[config.mk]
export PLATFORM = sky130hd
export DESIGN_NAME = mem_port_arbiter
export DESIGN_NICKNAME = d
export VERILOG_FILES = /design/src/rtl/mem_port_arbiter.sv
export SDC_FILE = /design/constraint.sdc
export NUM_CORES = 1
export LEC_CHECK = 0
export ABC_AREA = 1
export CORE_MARGIN = 2
export CORE_UTILIZATION = 41
export DETAILED_ROUTE_END_ITERATION = 8
export GPL_ROUTABILITY_DRIVEN = 0
export HOLD_SLACK_MARGIN = 0.05
export PLACE_DENSITY_LB_ADDON = 0.05
export SYNTH_ARGS = -nofsm -noshare
export SYNTH_HDL_FRONTEND = slang
export SYNTH_SLANG_ARGS = --single-unit
[constraint.sdc]
create_clock -name clk -period 3 [get_ports clk]
set_input_delay 0.3 -clock clk [delete_from_list [all_inputs] [get_ports clk]]
set_output_delay 0.3 -clock clk [all_outputs]
set_load 0.03 [all_outputs]
[src/rtl/mem_port_arbiter.sv]
`default_nettype none
// ============================================================================
// Module      : mem_port_arbiter
// Description : Shares one data-memory port among CORE_COUNT core LD/ST ports.
//               One access is outstanding at a time. Read data is broadcast,
//               and a one-cycle ready pulse goes to the granted core only.
//               Optional macro MEM_ARB_FIXED_PRIO_EN selects fixed priority
//               (lowest index wins). Without it, arbitration is round-robin.
// Revision    : 1.0 - initial release
// ============================================================================
module mem_port_arbiter #(
  parameter int CORE_COUNT = 4,
  parameter int REG_SIZE   = 8,
  parameter int ADDR_SIZE  = 12,
  localparam int GW = (CORE_COUNT > 1) ? $clog2(CORE_COUNT) : 1
) (
  input  logic                            clk,
  input  logic                            reset,
  input  logic [2*CORE_COUNT-1:0]         core_enable,
  input  logic [ADDR_SIZE*CORE_COUNT-1:0] core_addr,
  input  logic [REG_SIZE*CORE_COUNT-1:0]  core_wr_data,
  output logic [REG_SIZE-1:0]             core_rd_data,
  output logic [CORE_COUNT-1:0]           core_ready_sig,
  output logic [1:0]                      mem_enable,
  output logic [ADDR_SIZE-1:0]            mem_addr,
  output logic [REG_SIZE-1:0]             mem_wr_data,
  input  logic [REG_SIZE-1:0]             mem_rd_data,
  input  logic                            mem_ready,
  output logic                            busy,
  output logic [GW-1:0]                   grant_id
);

  localparam logic [1:0] C_OP_LD = 2'b01;

  typedef enum logic [1:0] {
    ST_IDLE = 2'b00,
    ST_WAIT = 2'b01,
    ST_RESP = 2'b10
  } state_t;

  state_t                r_state;
  state_t                w_next;
  logic [GW-1:0]         r_grant;
  logic [1:0]            r_op;
  logic [ADDR_SIZE-1:0]  r_addr;
  logic [REG_SIZE-1:0]   r_wdata;
  logic [REG_SIZE-1:0]   r_rdata;
  logic                  r_busy;

  logic [CORE_COUNT-1:0] w_valid;
  logic                  w_found;
  logic [GW-1:0]         w_winner;
  logic [1:0]            w_sel_op;
  logic [ADDR_SIZE-1:0]  w_sel_addr;
  logic [REG_SIZE-1:0]   w_sel_wdata;

  // A request is valid only for LD (01) or ST (10); 11 is never granted.
  for (genvar i = 0; i < CORE_COUNT; i++) begin : g_valid
    assign w_valid[i] = core_enable[2*i+1] ^ core_enable[2*i];
  end

`ifdef MEM_ARB_FIXED_PRIO_EN
  // Fixed priority: scan downward so the lowest valid index is the last to win.
  always_comb begin
    w_found  = 1'b0;
    w_winner = '0;
    for (int i = CORE_COUNT - 1; i >= 0; i--) begin
      if (w_valid[i]) begin
        w_found  = 1'b1;
        w_winner = GW'(i);
      end
    end
  end
`else
  logic [GW-1:0] r_rr_ptr;
  logic [GW:0]   w_idx;

  // Round-robin: first valid index at or after r_rr_ptr, wrapping; the scan
  // runs from the farthest offset down so the nearest candidate wins.
  always_comb begin
    w_found  = 1'b0;
    w_winner = '0;
    w_idx    = '0;
    for (int k = CORE_COUNT - 1; k >= 0; k--) begin
      w_idx = {1'b0, r_rr_ptr} + (GW+1)'(k);
      if (w_idx >= (GW+1)'(CORE_COUNT)) w_idx = w_idx - (GW+1)'(CORE_COUNT);
      if (w_valid[w_idx[GW-1:0]]) begin
        w_found  = 1'b1;
        w_winner = w_idx[GW-1:0];
      end
    end
  end

  // Pointer moves past the served core when the access completes (entry to RESP).
  always_ff @(posedge clk) begin
    if (reset) begin
      r_rr_ptr <= '0;
    end else if (r_state == ST_WAIT && mem_ready) begin
      r_rr_ptr <= (r_grant == GW'(CORE_COUNT - 1)) ? '0 : r_grant + 1'b1;
    end
  end
`endif

  // Select the winner's op, address and store data for latching.
  always_comb begin
    w_sel_op    = 2'b00;
    w_sel_addr  = '0;
    w_sel_wdata = '0;
    for (int i = 0; i < CORE_COUNT; i++) begin
      if (w_winner == GW'(i)) begin
        w_sel_op    = core_enable[2*i +: 2];
        w_sel_addr  = core_addr[ADDR_SIZE*i +: ADDR_SIZE];
        w_sel_wdata = core_wr_data[REG_SIZE*i +: REG_SIZE];
      end
    end
  end

  // State register.
  always_ff @(posedge clk) begin
    if (reset) r_state <= ST_IDLE;
    else       r_state <= w_next;
  end

  // Next-state logic plus the two decoded outputs (memory op and ready pulse).
  always_comb begin
    w_next         = r_state;
    mem_enable     = 2'b00;
    core_ready_sig = '0;
    case (r_state)
      ST_IDLE: if (w_found) w_next = ST_WAIT;
      ST_WAIT: begin
        mem_enable = r_op;
        if (mem_ready) w_next = ST_RESP;
      end
      ST_RESP: begin
        core_ready_sig[r_grant] = 1'b1;
        w_next = ST_IDLE;
      end
      default: w_next = ST_IDLE;
    endcase
  end

  // Transaction registers: latched in IDLE, never re-sampled until the next grant.
  always_ff @(posedge clk) begin
    if (reset) begin
      r_grant <= '0;
      r_op    <= 2'b00;
      r_addr  <= '0;
      r_wdata <= '0;
      r_rdata <= '0;
      r_busy  <= 1'b0;
    end else begin
      r_busy <= (w_next != ST_IDLE);
      if (r_state == ST_IDLE && w_found) begin
        r_grant <= w_winner;
        r_op    <= w_sel_op;
        r_addr  <= w_sel_addr;
        r_wdata <= w_sel_wdata;
      end
      if (r_state == ST_WAIT && mem_ready && r_op == C_OP_LD) begin
        r_rdata <= mem_rd_data;
      end
    end
  end

  assign core_rd_data = r_rdata;
  assign mem_addr     = r_addr;
  assign mem_wr_data  = r_wdata;
  assign busy         = r_busy;
  assign grant_id     = r_grant;

endmodule
`default_nettype wire

==> results.json <==
{
  "status": "completed",
  "postCtsHoldBufs": 0,
  "detail-route-antenna-nets": 0,
  "syn2layout_area_growth_pct": 56.4,
  "r2r_setup_slack_ps": 310,
  "ys_warn_count": 0,
  "cts_root_buffer": "clkbuf_8",
  "path_max_fanout": 42,
  "final-setup-viol-count": 0,
  "vias": 3074,
  "grt_antenna_before_repair": 0,
  "clock-sinks": 37,
  "tightest_slew_ps": 470,
  "clk_pin_slew_ps": 70,
  "worstHoldStart": "mem_addr[0]",
  "synth_area_leader_cell": "dfxtp_1",
  "r2r_start": "r_rr_ptr[0]",
  "endpoint_kind": "register",
  "synth.distinct_cells": 26,
  "hold_depth": 2,
  "finalCritPeriodShare_pct": 89.6,
  "postCtsResizedCells": 0,
  "synth_ff_type": "dfxtp_1",
  "drive_above_1_share_pct": 6.54,
  "ys_async_sr_fraction_pct": 0,
  "dp_cells": 602,
  "cts_setup_buffers": 0,
  "setup-tns-final_ps": 0,
  "grt_usage_pct": 23.7,
  "vias_per_cell": 5.04,
  "max-vdd-ir-drop_v": 0.000447,
  "grt_first_pass_wirelength_um": 13500,
  "core_sq_mm": 0.00603,
  "cts.path.max_buffers": 2,
  "start_util_pct": 42.9,
  "dieHeight_um": 83.4,
  "die_x_um": 83.4,
  "io_pins": 136,
  "layout.nets": 637,
  "power_leakage_nw": 1.78,
  "stdcell_count": 610,
  "drt_iter0_markers": 161,
  "max_freq_ghz": 0.372,
  "critPathKind": "register to register",
  "drv_cap": 0,
  "dpl.hpwl_um": 6450,
  "synthTopCellsByArea": "dfxtp_1 (29%), nand2_1 (12%), nand3_1 (12%), nor2_1 (5.5%), inv_1 (4.8%)",
  "rsz0062_at_grt": "no",
  "period_needed_ps": 2690,
  "power_density_mw_per_mm2": 647,
  "wirelength_um": 8360,
  "rows": 28,
  "cts_tree": "done",
  "fillCellCount": 553,
  "slew_headroom_pct": 68.7,
  "yosysMostFrequentCell": "nand2_1",
  "diodes": 0,
  "dpl-instance-area_sq_mm": 0.00396,
  "slew_violations": 0,
  "regToRegEndpoint": "r_op[1]",
  "syn_area_sq_mm": 0.00259,
  "cts_buffers": 5,
  "hp-class": "register to register",
  "stdcell_area_sq_mm": 0.00404,
  "port_buffers": 135,
  "worstHoldEndpoint": "mem_addr[0]",
  "synth_nets": 511,
  "rr_worst_depth": 14,
  "synth_seq_cells": 37,
  "insertion_delay_ps": 290,
  "startpoint_type": "register",
  "ys_seq_area_share_pct": 28.6,
  "crit_arrival_ps": 2870,
  "synth.cells.most_frequent": "nand2_1 (83), nand3_1 (62), nor2_1 (38), dfxtp_1 (37), inv_1 (33)",
  "route.detailed.drc": 0,
  "grt_pass1_vias": 2949,
  "die_area_sq_mm": 0.00696,
  "htreeDepth": 2,
  "wl_per_cell_um": 13.7,
  "cp_data_required_time_ps": 3180,
  "multiInputGateArea_sq_mm": 0.00151,
  "drt-pass1-iter-count": 4,
  "grt_max_degree": 61,
  "final_core_util_pct": 67.1,
  "syn_inst": 408,
  "grt-ovfl-total": 0,
  "skew_ps": 4.63,
  "seqCellArea_sq_um": 741,
  "syn_area_per_cell_sq_um": 6.34,
  "synth_top_area_share_pct": 28.6,
  "synth_edf_count": 0,
  "hold_violations": 0
}
-- layout make-up --
class,count,area share (%)
clock inverters,2,0.248
multi-input cells,296,37.3
repair buffers,144,35.4
flip-flops and latches,37,18.3
clock buffers,6,1.79
inverters,50,4.64
well taps,75,2.32
-- through the flow --
stage / total power (W) / hold WS (ps) / setup slack (ps)
6_report: 0.00262 / 465 / 312
5_1_grt: 0.00282 / 477 / 92.7
4_1_cts: 0.00262 / 466 / 363
3_5_place_dp: 0.00228 / 457 / 174
3_3_place_gp: 0.00226 / 454 / 222
2_1_floorplan: 0.00177 / 435 / 1190
-- state kept, by name, summed over array words and instances, names as in the netlist --
| signal | cells |
|---|---|
| r_rr_ptr | 2 |
| mem_addr | 12 |
| core_rd_data | 8 |
| mem_wr_data | 8 |
| grant_id | 2 |
| r_op | 2 |
| r_state | 2 |
| busy | 1 |
-- worst max-delay path, cell delays in order, from the launching register on --
cell and delay (ps):
dfxtp_1 610, inv_2 140, nand3_1 130, nand3_1 120, nand2_1 180, nand2_1 90
nand2_2 80, nand2_4 130, nand2_4 380, buf_4 260, nor2_1 80, nand2_1 70
nand3_1 60, nor2_1 180, nor2_1 70
-- per-layer routing --
layer	GRT usage [%]	up-vias	share of wire (%)
li1	-	1587	-
met3	5.96	15	6.8
met5	0	-	0
met2	44.6	108	51
met1	25.8	1364	39
met4	7.18	0	2.7
-- report_power, final --
part           switching (W)  internal (W)
sequential         0.0000737      0.000607
clock               0.000174      0.000161
combinational       0.000962      0.000639
-- worst max-delay path by stage --
| stage | start | end | slack [ps] | cells past startpoint |
|---|---|---|---|---|
| after floorplan | r_rr_ptr[0] | mem_addr[10] | 1190 | 15 |
| after global placement | core_enable[2] | r_op[1] | 220 | 15 |
| after detailed placement | core_enable[2] | r_op[1] | 170 | 15 |
| after CTS | r_rr_ptr[0] | r_op[1] | 360 | 14 |
| after global routing | r_rr_ptr[0] | r_op[1] | 90 | 14 |
| final | r_rr_ptr[0] | r_op[1] | 310 | 14 |
-- cells in the final DEF, fill, tap and decap left out, types with 5 or more instances in the layout --
| master | instances |
|---|---|
| a21oi_1 | 22 |
| buf_4 | 8 |
| clkbuf_8 | 5 |
| clkdlybuf4s50_1 | 135 |
| clkinv_1 | 7 |
| dfxtp_1 | 37 |
| inv_1 | 33 |
| inv_2 | 10 |
| nand2_1 | 82 |
| nand3_1 | 62 |
| nand3b_1 | 16 |
| nand4_1 | 16 |
| nor2_1 | 38 |
| nor3_1 | 9 |
| o21ai_0 | 17 |
| o21bai_1 | 16 |
-- kinds of logic after synthesis --
| logic type | count (synthesis) | share of synthesized area, % |
|---|---|---|
| AND/OR/NAND/NOR | 231 | 42.1 |
| adder cells (fa/ha/maj) | 4 | 1.94 |
| buffers and inverters | 75 | 13.2 |
| XOR/XNOR | 2 | 0.677 |
| flip-flops | 37 | 28.6 |
| AO/OA/AOI/OAI | 59 | 13.5 |
Power figures use the tool's default switching activity.
